==> src/rtl/sounder_seq_ctrl.sv <==
`default_nettype none
// ============================================================================
// Module   : sounder_seq_ctrl
// Brief    : Programmable sounder sequencer. Decodes the configuration bus and
//            emits chip/reference/sum/receive/dump strobes from an IDLE/RUN FSM.
//            Optional dump timestamp counter: define SOUNDER_TIMESTAMP_EN.
// Revision : 1.0 - initial release
// ============================================================================
module sounder_seq_ctrl #(
    parameter int         PHASE_W   = 16,
    parameter int         CHAN      = 2,
    parameter logic [6:0] BASE_ADDR = 7'd64
) (
    input  logic               clk_i,
    input  logic               rst_i,
    input  logic [6:0]         saddr_i,
    input  logic [31:0]        sdata_i,
    input  logic               s_strobe_i,
    input  logic [PHASE_W-1:0] len_i,
    output logic               reset_o,
    output logic               transmit_o,
    output logic               receive_o,
    output logic               loopback_o,
    output logic [4:0]         degree_o,
    output logic [13:0]        ampl_o,
    output logic               tx_strobe_o,
    output logic               ref_strobe_o,
    output logic               sum_strobe_o,
    output logic [CHAN-1:0]    rx_strobe_o,
    output logic               dump_strobe_o,
    output logic               busy_o,
    output logic [31:0]        ts_o
);

    localparam logic [6:0] c_addr_mode   = BASE_ADDR;
    localparam logic [6:0] c_addr_degree = BASE_ADDR + 7'd1;
    localparam logic [6:0] c_addr_ampl   = BASE_ADDR + 7'd2;
    localparam logic [6:0] c_addr_div    = BASE_ADDR + 7'd3;
    localparam logic [6:0] c_addr_avg    = BASE_ADDR + 7'd4;
    localparam logic [6:0] c_addr_chan   = BASE_ADDR + 7'd5;

    typedef enum logic [0:0] {
        S_IDLE = 1'b0,
        S_RUN  = 1'b1
    } state_t;

    state_t               r_state;
    logic [3:0]           r_mode;
    logic [4:0]           r_degree;
    logic [13:0]          r_ampl;
    logic [7:0]           r_div;
    logic [15:0]          r_avg;
    logic [CHAN-1:0]      r_chan_en;
    logic [4:0]           r_degree_act;
    logic [7:0]           r_div_act;
    logic [15:0]          r_avg_act;
    logic [7:0]           r_div_cnt;
    logic [PHASE_W-1:0]   r_phase;
    logic [15:0]          r_per_cnt;
    logic [CHAN-1:0]      r_rx;

    logic                 w_enable;
    logic                 w_run;
    logic                 w_tx;
    logic                 w_last;
    logic                 w_sum;
    logic                 w_dump;
    logic [15:0]          w_avg_eff;
    logic [15:0]          w_per_next;
    logic                 w_unused_sdata;

    assign w_unused_sdata = ^sdata_i[31:16];

    always_ff @(posedge clk_i or posedge rst_i) begin
        if (rst_i) begin
            r_mode    <= '0;
            r_degree  <= '0;
            r_ampl    <= '0;
            r_div     <= '0;
            r_avg     <= '0;
            r_chan_en <= '0;
        end else if (s_strobe_i) begin
            case (saddr_i)
                c_addr_mode:   r_mode    <= sdata_i[3:0];
                c_addr_degree: r_degree  <= sdata_i[4:0];
                c_addr_ampl:   r_ampl    <= sdata_i[13:0];
                c_addr_div:    r_div     <= sdata_i[7:0];
                c_addr_avg:    r_avg     <= sdata_i[15:0];
                c_addr_chan:   r_chan_en <= sdata_i[CHAN-1:0];
                default:       ;
            endcase
        end
    end

    // Strobes are gated by the live mode so a stop request silences them at once.
    assign w_enable   = (r_mode[1] | r_mode[2]) & ~r_mode[0];
    assign w_run      = (r_state == S_RUN) & w_enable;
    assign w_tx       = w_run & (r_div_cnt == r_div_act);
    assign w_last     = (r_phase == len_i);
    assign w_sum      = w_tx & w_last;
    assign w_avg_eff  = (r_avg_act == 16'd0) ? 16'd1 : r_avg_act;
    assign w_per_next = r_per_cnt + 16'd1;
    assign w_dump     = w_sum & (w_per_next >= w_avg_eff);

    always_ff @(posedge clk_i or posedge rst_i) begin
        if (rst_i) begin
            r_state      <= S_IDLE;
            r_degree_act <= '0;
            r_div_act    <= '0;
            r_avg_act    <= '0;
            r_div_cnt    <= '0;
            r_phase      <= '0;
            r_per_cnt    <= '0;
            r_rx         <= '0;
        end else begin
            r_rx <= w_sum ? r_chan_en : '0;
            case (r_state)
                S_IDLE: begin
                    r_div_cnt <= '0;
                    r_phase   <= '0;
                    r_per_cnt <= '0;
                    if (w_enable) begin
                        r_state      <= S_RUN;
                        r_degree_act <= r_degree;
                        r_div_act    <= r_div;
                        r_avg_act    <= r_avg;
                    end
                end
                S_RUN: begin
                    if (!w_enable) begin
                        r_state   <= S_IDLE;
                        r_div_cnt <= '0;
                        r_phase   <= '0;
                        r_per_cnt <= '0;
                    end else begin
                        r_div_cnt <= w_tx ? 8'd0 : r_div_cnt + 8'd1;
                        if (w_sum) begin
                            r_phase      <= '0;
                            r_degree_act <= r_degree;
                            r_div_act    <= r_div;
                            r_avg_act    <= r_avg;
                        end else if (w_tx) begin
                            r_phase <= r_phase + PHASE_W'(1);
                        end
                        if (w_dump) begin
                            r_per_cnt <= '0;
                        end else if (w_sum) begin
                            r_per_cnt <= w_per_next;
                        end
                    end
                end
                default: r_state <= S_IDLE;
            endcase
        end
    end

`ifdef SOUNDER_TIMESTAMP_EN
    logic [31:0] r_ts_cnt;
    logic [31:0] r_ts;

    always_ff @(posedge clk_i or posedge rst_i) begin
        if (rst_i) begin
            r_ts_cnt <= '0;
            r_ts     <= '0;
        end else begin
            r_ts_cnt <= r_ts_cnt + 32'd1;
            if (w_dump) begin
                r_ts <= r_ts_cnt;
            end
        end
    end

    assign ts_o = r_ts;
`else
    assign ts_o = 32'h0;
`endif

    assign reset_o       = r_mode[0];
    assign transmit_o    = r_mode[1];
    assign receive_o     = r_mode[2];
    assign loopback_o    = r_mode[3];
    assign degree_o      = r_degree_act;
    assign ampl_o        = r_ampl;
    assign tx_strobe_o   = w_tx;
    assign ref_strobe_o  = w_tx & ~w_last;
    assign sum_strobe_o  = w_sum;
    assign rx_strobe_o   = r_rx;
    assign dump_strobe_o = w_dump;
    assign busy_o        = (r_state == S_RUN);

endmodule
`default_nettype wire

==> config.mk <==
export PLATFORM = sky130hd
export DESIGN_NAME = sounder_seq_ctrl
export DESIGN_NICKNAME = d
export VERILOG_FILES = /design/src/rtl/sounder_seq_ctrl.sv
export SDC_FILE = /design/constraint.sdc
export NUM_CORES = 1
export LEC_CHECK = 0
export BUFFER_PORTS_ARGS = -buffer_cell sky130_fd_sc_hd__buf_2
export CAP_MARGIN = 10
export CELL_PAD_IN_SITES_DETAIL_PLACEMENT = 2
export CELL_PAD_IN_SITES_GLOBAL_PLACEMENT = 2
export CORE_MARGIN = 4
export CORE_UTILIZATION = 39
export DETAILED_ROUTE_END_ITERATION = 10
export PLACE_DENSITY = 0.86
export SYNTH_ARGS = -nofsm -noshare
export SYNTH_HDL_FRONTEND = slang
export SYNTH_SLANG_ARGS = --single-unit
==> constraint.sdc <==
create_clock -name clk_i -period 6.7 [get_ports clk_i]
set_input_delay 0.67 -clock clk_i [delete_from_list [all_inputs] [get_ports clk_i]]
set_output_delay 0.67 -clock clk_i [all_outputs]
set_load 0.02 [all_outputs]
==> results of run 1 <==
Yosys cell counts, types with 2 or more instances:
library cell,n,share of area
nor3_1,6,0.0049
mux2_2,69,0.13
nand2b_1,2,0.0020
o2bb2ai_1,2,0.0028
a21o_1,3,0.0037
nor2_1,33,0.020
nand4_1,21,0.021
xnor2_1,35,0.050
a32o_1,7,0.011
inv_1,23,0.014
buf_12,2,0.0065
nand2_1,16,0.0097
dfrtp_1,121,0.49
and3_1,10,0.010
nand3_1,18,0.015
buf_4,35,0.043
a21oi_1,4,0.0032
o21ai_0,5,0.0041
o21bai_1,4,0.0049
mux2_4,10,0.024
nor4_1,4,0.0041
xor2_1,22,0.031
clkbuf_1,9,0.0055
nor2b_1,3,0.0030
and2_1,6,0.0061
a22o_1,5,0.0071
ha_1,19,0.039
a2111oi_0,2,0.0028
and4_1,5,0.0071
how the worst min path moves through the flow:
stage	from	end	slack, ns	depth (start not counted)
2_1_floorplan	r_chan_en[0]	rx_strobe_o[0]	0.45	1
3_3_place_gp	r_chan_en[0]	rx_strobe_o[0]	0.47	1
3_5_place_dp	r_chan_en[1]	rx_strobe_o[1]	0.47	1
4_1_cts	rst_i	r_chan_en[1]	0.38	2
5_1_grt	rst_i	ampl_o[1]	0.40	2
6_report	rst_i	r_mode[2]	0.36	2
cells by family (layout without fill, tap and decap cells):
kind of cell               after synthesis  count (layout)  synth area share
other                                    1              32          0.000608
xor gates and xnor gates                58              58            0.0836
muxes                                   79              79             0.150
and+or+nand+nor                        130             130             0.112
AOI/OAI and AO/OA                       41              41            0.0536
adders and majority gates               19              19            0.0385
DFF                                    121             121             0.491
buffers and inverters                   70             130            0.0704
metrics by stage:
| step | hold slack, ns | total power, mW | std cells |
|---|---|---|---|
| floorplan | 0.447 | 1.10 | 550 |
| global placement | 0.469 | 1.18 | 789 |
| detailed placement | 0.471 | 1.21 | 789 |
| CTS | 0.377 | 2.24 | 821 |
| global route | 0.398 | 2.31 | 821 |
| finish | 0.361 | 2.23 | 821 |
state kept, by name, summed over array words and instances, names as in the netlist, 2 cells and up:
name         count
r_div_cnt        8
r_chan_en        2
r_per_cnt       16
r_phase         16
r_div_act        8
r_div            8
r_degree         5
r_avg           16
r_mode           4
ampl_o          14
rx_strobe_o      2
degree_o         5
r_avg_act       16
critical path: stages (launching register included):
cell and delay, ns:
dfrtp_1 0.48, ha_1 0.31, nand4_1 0.19, nor3_1 0.57, nand3_1 0.27, xnor2_1 0.22
ha_1 0.34, and4_1 0.30, o211ai_1 0.12, o32a_1 0.40, nor4bb_2 0.19, buf_4 0.20
nor2b_1 0.11, buf_2 0.17
where the power goes:
| part | switching (mW) | total (mW) | internal, mW | leakage [nW] |
|---|---|---|---|---|
| clock | 0.366 | 1.00 | 0.636 | 0.304 |
| sequential | 0.0558 | 0.848 | 0.793 | 1.66 |
| combinational | 0.223 | 0.381 | 0.158 | 1.54 |
| total | 0.645 | 2.23 | 1.59 | 3.51 |
final cells by class:
| class | count | share of cell area |
|---|---|---|
| flip-flops and latches | 121 | 0.419 |
| repair buffers | 75 | 0.0533 |
| multi-input cells | 359 | 0.391 |
| well taps | 211 | 0.0365 |
| clock inverters | 13 | 0.0266 |
| inverters | 23 | 0.0123 |
| clock buffers | 19 | 0.0613 |
layer usage:
layer,wire length [um],vias to the layer above,global-route usage
met1,7520,2285,0.251
met2,11100,125,0.428
met4,581,0,0.0949
met3,834,48,0.0480
met5,0,-,0
li1,-,1918,-
==> out/results.ini, run 1 <==
[setup_path]
endpoint_kind=primary output
reg2reg_to=r_per_cnt[8]
r2r_cells=11
startpoint_type=register
path_max_fanout=11
crit_arrival_ns=4.30
critPathCapture=dump_strobe_o
startpoint=r_per_cnt[0]
r2r_start=r_per_cnt[0]
crit_type=reg -> out
cp.required_ns=6.03
rrSetupSlack_ns=2.32

[yosys]
synth_seq_cells=121
syn-cell-area_um2=6170
synth_edf_count=0
yosys_most_used_dff=dfrtp_1
synthArstFlopShare=1.00
synthDistinctLibCells=47
postSynthAreaPerCell_um2=11.9
synth_cells=519
yosysWarnings=0
ys_seq_area_frac=0.491

[global_route]
grt_antenna_before_repair=0
grt_max_degree=74
gr-total-overflow=0
grt_pass1_wl_um=31000
grt_pass1_vias=5181
grt_util_all_layers=0.229

[die]
die-area_um2=17900
io_pins=120
rows=45
start_util=0.401
core_um2=15400
die_w_um=134
chipHeight_um=134

[place]
port_buffers=71
dp_slack_ns=2.33
placed_area_um2=6600
detailed_place_hpwl_um=12400
routabilityCongestion=0.791

[sta]
setup_ws_ns=1.73
setup_viol=0
fin_skew_ns=0.00956
period_needed_ns=4.97
final_hold_viol_count=0
post-route-period-util=0.741
final_max_slew_viol_count=0
worst_pin_slew_ns=1.16
rsz0062_at_grt=false
clock.fmax_mhz=201
setup-tns-final_ns=0
relSlewSlack=0.225

[clock_tree]
ctsResizeCount=0
cts_root_buf=clkbuf_16
numCtsBuffers=17
cts_buffer_depth=2
h-tree-depth=4
postCtsHoldBufs=0
insertion_delay_ns=0.43
clkTransAtPathRegs_ns=0.06
cts_tree=yes
postCtsSetupBuffers=0
clock-sinks=121

[worst_hold_path]
hold_class=in -> async

[drt]
post-route-drc-count=0
avgRoutedWirePerCell_um=24.3
firstDrtPassIters=4
drt_iter0_drc=216
via_count=4376
vias_per_cell=5.33
ant_nets=0
wl_um=20000

[final_layout]
mostFrequentLayoutCells=dfrtp_1, buf_2, mux2_2, xnor2_1, nor2_1
diodes=0
finish.utilization=0.470
multi_input_area_um2=2830
post-route-cell-area_um2=7230
regArea_um2=3030
final_common_cell=dfrtp_1
area_growth_pct=17.2
final_net_count=674
fillers=1530
drive_gt1_frac=0.316

[status]
status=finished, final reports clean

[power_and_ir_drop]
powerDensity_nw_per_um2=309
p_leak_nw=3.51
ir_drop_mv=0.205

[flow_run]
maxCapViolations=0

(Power assumes the default switching activity.)
==> run 2: changes to the inputs <==
Settings changed: ABC_AREA set to 1, CORE_UTILIZATION 39 to 33, PLACE_DENSITY 0.86 to 0.82.
Clock period 6.7 ns to 5 ns, I/O delays scaled along.
==> out/results.ini, run 2 <==
[final_layout]
diodes=0  ; unchanged
fillers=2162  ; was 1,530
final_common_cell=nand2_1  ; was dfrtp_1
mostFrequentLayoutCells=nand2_1, dfrtp_1, inv_1, buf_2, nand3_1  ; was dfrtp_1, buf_2, mux2_2, xnor2_1, nor2_1
final_net_count=934  ; was 674
area_growth_pct=15.8  ; was 17.2%
drive_gt1_frac=0.140  ; was 0.316
post-route-cell-area_um2=7380  ; was 7230 um^2

[setup_path]
cp.required_ns=4.50  ; was 6.03 ns
path_common_cell=nor2_1  ; was ha_1
crit_type=reg -> out  ; unchanged
slowest_stage=dfrtp_1  ; was nor3_1
rrSetupSlack_ns=1.74  ; was 2.32 ns
path_max_fanout=16  ; was 11
crit_arrival_ns=3.66  ; was 4.30 ns
endpoint_kind=primary output  ; unchanged
cp_slowest_stage_delay_ns=0.44  ; was 0.57 ns
critPathBufInv=3  ; was 2
startpoint_type=register  ; unchanged
cp_top_family=simple AND/OR/NAND/NOR gates  ; unchanged
crit_chain=ha_1 > nand3_1 > nor2_1 > nand3_1 > nor2_1 > nand2_1 > xor2_1 > inv_1 > ha_1 > nand2_1 > nor4_1 > a21oi_1 > buf_4 > nor2_1 > buf_2  ; was ha_1 > nand4_1 > nor3_1 > nand3_1 > xnor2_1 > ha_1 > and4_1 > o211ai_1 > o32a_1 > nor4bb_2 > buf_4 > nor2b_1 > buf_2

[sta]
setup_viol=0  ; unchanged
timing.hold.ws_ns=0.307  ; was 0.361 ns
fin_skew_ns=0.00882  ; was 0.00956 ns
relSlewSlack=0.282  ; was 0.225
clock.fmax_mhz=241
final_max_slew_viol_count=0  ; unchanged
final_hold_viol_count=0  ; unchanged
period_needed_ns=4.16
post-route-period-util=0.831
worst_pin_slew_ns=1.07  ; was 1.16 ns
setup-tns-final_ns=0  ; unchanged
rsz0062_at_grt=false  ; unchanged

[drt]
avgRoutedWirePerCell_um=15.9  ; was 24.3 um
firstDrtPassIters=4  ; unchanged
ant_nets=0  ; unchanged
drt_iter0_drc=222  ; was 216
vias_per_cell=4.72  ; was 5.33
via_count=5338  ; was 4,376
post-route-drc-count=0  ; unchanged
wl_um=18000  ; was 20,000 um

[clock_tree]
insertion_delay_ns=0.42  ; was 0.43 ns
clkTransAtPathRegs_ns=0.06  ; about the same
postCtsHoldBufs=0  ; unchanged
ctsResizeCount=0  ; unchanged
cts_root_buf=clkbuf_16  ; unchanged
clock-sinks=121  ; unchanged
cts_buffer_depth=2  ; unchanged
numCtsBuffers=17  ; unchanged
postCtsSetupBuffers=0  ; unchanged
cts_tree=yes  ; unchanged
h-tree-depth=4  ; unchanged

[die]
start_util=0.339  ; was 0.401
rows=50  ; was 45
io_pins=120  ; unchanged
die_w_um=147  ; was 134 um
chipHeight_um=147  ; was 134 um
core_um2=18800  ; was 15,400 um^2
die-area_um2=21600  ; was 17,900 um^2

[global_route]
grt_pass1_vias=5840  ; was 5,181
grt_max_degree=72  ; was 74
grt_antenna_before_repair=0  ; unchanged
grt_util_all_layers=0.173  ; was 0.229
gr-total-overflow=0  ; unchanged
grt_pass1_wl_um=30200  ; was 31,000 um

[place]
placed_area_um2=6820  ; was 6600 um^2
port_buffers=71  ; unchanged
routabilityCongestion=0.769  ; was 0.791
detailed_place_hpwl_um=12300  ; was 12,400 um

[power_and_ir_drop]
ir_drop_mv=0.240  ; was 0.205 mV
total_power_mw=2.80  ; was 2.23 mW
powerDensity_nw_per_um2=379  ; was 309 nW/um^2
p_leak_nw=3.85  ; was 3.51 nW

[yosys]
synth.top_cell.area_share=0.475  ; was 0.491
yosysTopAreaCell=dfrtp_1  ; unchanged
synth_cells=786  ; was 519
yosysWarnings=0  ; unchanged
postSynthAreaPerCell_um2=8.11  ; was 11.9 um^2
syn-cell-area_um2=6380  ; was 6170 um^2
yosys_most_used_dff=dfrtp_1  ; unchanged
synthDistinctLibCells=32  ; was 47
synth_commonest_cells=nand2_1, dfrtp_1, inv_1  ; was dfrtp_1, mux2_2, buf_4, xnor2_1, nor2_1
synth_seq_cells=121  ; unchanged
synth_edf_count=0  ; unchanged
synthArstFlopShare=1.00  ; unchanged
synth_area_leaders=dfrtp_1, nand2_1, inv_1  ; was dfrtp_1, mux2_2, xnor2_1
ys_seq_area_frac=0.475  ; was 0.491
synth_most_common_cell=nand2_1  ; was dfrtp_1

[worst_hold_path]
hold_class=in -> async  ; unchanged

[flow_run]
maxCapViolations=0  ; unchanged

[status]
status=finished, final reports clean  ; unchanged

run 2: final timing paths:
check	from	end	cells past startpoint
setup / recovery	r_per_cnt[0]	dump_strobe_o	15
hold / removal	rst_i	r_per_cnt[5]	2
setup reg to reg	r_per_cnt[0]	r_per_cnt[15]	15
hold reg to reg	degree_o[1]	degree_o[1]	2
max in group asynchronous	rst_i	ampl_o[2]	3
min in group clk_i	sdata_i[15]	r_avg[15]	2
run 2: layer usage:
metal / vias up / track usage / part of all wire
met4: 0 / 0.0596 / 0.018
met5: - / 0 / 0
met3: 28 / 0.0349 / 0.037
met1: 2634 / 0.222 / 0.47
li1: 2567 / - / -
met2: 109 / 0.290 / 0.48
run 2: cell families after synthesis:
family | Yosys count | share of synthesized area
buffers and inverters | 146 | 0.115
xor gates and xnor gates | 35 | 0.0481
adders and majority gates | 19 | 0.0373
other | 1 | 0.000588
AOI/OAI and AO/OA | 84 | 0.0697
DFF | 121 | 0.475
muxes | 2 | 0.00353
and+or+nand+nor | 378 | 0.251
run 2: cell type report:
class,count,area [um^2],share of cell area
Clock buffer,20,467,0.0632
Multi-Input combinational cell,550,2730,0.370
Sequential cell,121,3030,0.410
Tap cell,260,325,0.0441
Clock inverter,12,100,0.0136
Inverter,93,353,0.0478
Timing Repair Buffer,74,378,0.0512
run 2: report_power, final:
group / switching (mW) / total, mW / internal [mW]
combinational: 0.345 / 0.505 / 0.160
clock: 0.457 / 1.17 / 0.717
sequential: 0.0578 / 1.12 / 1.06
run 2: stage by stage:
stage,util,cells,setup WS (ns)
2_1_floorplan,-,817,1.29
3_5_place_dp,0.362,1098,1.44
5_1_grt,0.392,1130,0.468
6_report,0.392,1130,0.843
3_3_place_gp,0.362,1098,1.51
4_1_cts,0.392,1130,0.783
==> run 3: changes to the inputs <==
Clock period 5 ns to 4.05 ns, I/O delays scaled along.
==> out/results.ini, run 3 (synthesized netlist as in run 2, its figures left out) <==
[place]
routabilityCongestion=0.784  ; was 0.769
dp_slack_ns=0.707  ; was 1.44 ns
detailed_place_hpwl_um=12900  ; was 12,300 um
placed_area_um2=6830  ; was 6820 um^2
port_buffers=71  ; unchanged
dp.cells=1100  ; was 1,098

[clock_tree]
h-tree-depth=4  ; unchanged
postCtsSetupBuffers=0  ; unchanged
cts_buffer_depth=2  ; unchanged
clock-sinks=121  ; unchanged
cts_root_buf=clkbuf_16  ; unchanged
clkTransAtPathRegs_ns=0.06  ; about the same
cts_tree=yes  ; unchanged
insertion_delay_ns=0.42  ; about the same
numCtsBuffers=17  ; unchanged

[global_route]
grt_pass1_wl_um=31000  ; was 30,200 um
gr-total-overflow=0  ; unchanged
grt_util_all_layers=0.177  ; was 0.173
grt_antenna_before_repair=0  ; unchanged
grt_pass1_vias=6006  ; was 5,840
grt_max_degree=75  ; was 72

[final_layout]
mostFrequentLayoutCells=nand2_1, dfrtp_1, inv_1, buf_2, nand3_1  ; unchanged
final_cells=1132  ; was 1,130
finish.utilization=0.396  ; was 0.392
area_growth_pct=17.1  ; was 15.8%
diodes=0  ; unchanged
drive_gt1_frac=0.143  ; was 0.140
post-route-cell-area_um2=7460  ; was 7380 um^2
final_net_count=936  ; was 934
final_common_cell=nand2_1  ; unchanged

[die]
chipHeight_um=147  ; unchanged
core_um2=18800  ; unchanged
io_pins=120  ; unchanged
die_w_um=147  ; unchanged
rows=50  ; unchanged
start_util=0.339  ; unchanged
die-area_um2=21600  ; unchanged

[drt]
wl_um=18300  ; was 18,000 um
via_count=5442  ; was 5,338
drt_iter0_drc=161  ; was 222
post-route-drc-count=0  ; unchanged
ant_nets=0  ; unchanged
vias_per_cell=4.81  ; was 4.72
firstDrtPassIters=4  ; unchanged
avgRoutedWirePerCell_um=16.2  ; was 15.9 um

[power_and_ir_drop]
total_power_mw=3.64  ; was 2.80 mW
p_leak_nw=3.89  ; was 3.85 nW
ir_drop_mv=0.303  ; was 0.240 mV
powerDensity_nw_per_um2=488  ; was 379 nW/um^2

[setup_path]
crit_type=reg -> out  ; unchanged
crit_arrival_ns=3.29  ; was 3.66 ns
path_max_fanout=5  ; was 16
endpoint_kind=primary output  ; unchanged
startpoint_type=register  ; unchanged
cp.required_ns=3.64  ; was 4.50 ns

[worst_hold_path]
hold_class=in -> async  ; unchanged

[sta]
clock.fmax_mhz=271
worst_pin_slew_ns=0.947  ; was 1.07 ns
setup_ws_ns=0.359  ; was 0.843 ns
relSlewSlack=0.369  ; was 0.282
timing.hold.ws_ns=0.188  ; was 0.307 ns
final_max_slew_viol_count=0  ; unchanged
setup_viol=0  ; unchanged
rsz0062_at_grt=false  ; unchanged
fin_skew_ns=0.00917  ; was 0.00882 ns
setup-tns-final_ns=0  ; unchanged
post-route-period-util=0.911
final_hold_viol_count=0  ; unchanged
period_needed_ns=3.69

[status]
status=finished, final reports clean  ; unchanged

[flow_run]
maxCapViolations=0  ; unchanged

run 3: worst max-delay path: stages (launching register included):
cell	delay, ns
dfrtp_1	0.43
ha_1	0.22
nand3_1	0.16
nor2_2	0.22
nand3_1	0.16
nor2_1	0.16
nand3_1	0.10
xor2_1	0.18
ha_1	0.29
nand2_1	0.10
nor4_2	0.39
a21oi_2	0.14
nor2_1	0.13
buf_2	0.19
run 3: report_power, final:
group | switching (mW) | total, mW | leakage [nW] | internal [mW]
sequential | 0.0713 | 1.38 | 1.67 | 1.31
clock | 0.568 | 1.61 | 0.304 | 1.04
combinational | 0.446 | 0.653 | 1.92 | 0.207
total | 1.09 | 3.64 | 3.89 | 2.56
run 3: layout make-up:
class                           instances  area, um^2
Fill cell                            2183       11400
Multi-Input combinational cell        550        2750
Clock buffer                           20         447
Tap cell                              260         325
Clock inverter                         12         174
Timing Repair Buffer                   76         393
Sequential cell                       121        3030
Inverter                               93         353
run 3: final timing paths:
path                               from             to  slack [ns]  depth (start not counted)
min in group clk_i          sdata_i[15]      r_avg[15]        0.22                          2
max reg2reg                r_per_cnt[0]   r_per_cnt[1]        0.87                         16
max                        r_per_cnt[0]  dump_strobe_o        0.36                         13
min                               rst_i    r_phase[14]        0.19                          2
min reg2reg                 degree_o[0]    degree_o[0]        0.47                          2
max in group asynchronous         rst_i  r_avg_act[14]        2.89                          3
run 3: layer usage:
layer / up-vias / track usage / share of wire
li1: 2578 / - / -
met1: 2736 / 0.221 / 0.44
met2: 106 / 0.309 / 0.51
met3: 22 / 0.0404 / 0.040
met4: 0 / 0.0475 / 0.013
met5: - / 0 / 0
run 3: repair_timing:
action | CTS | global route
endpoints found under the setup margin | 0 | 1
gates resized for setup | 0 | 3
hold buffers | 0 | 0
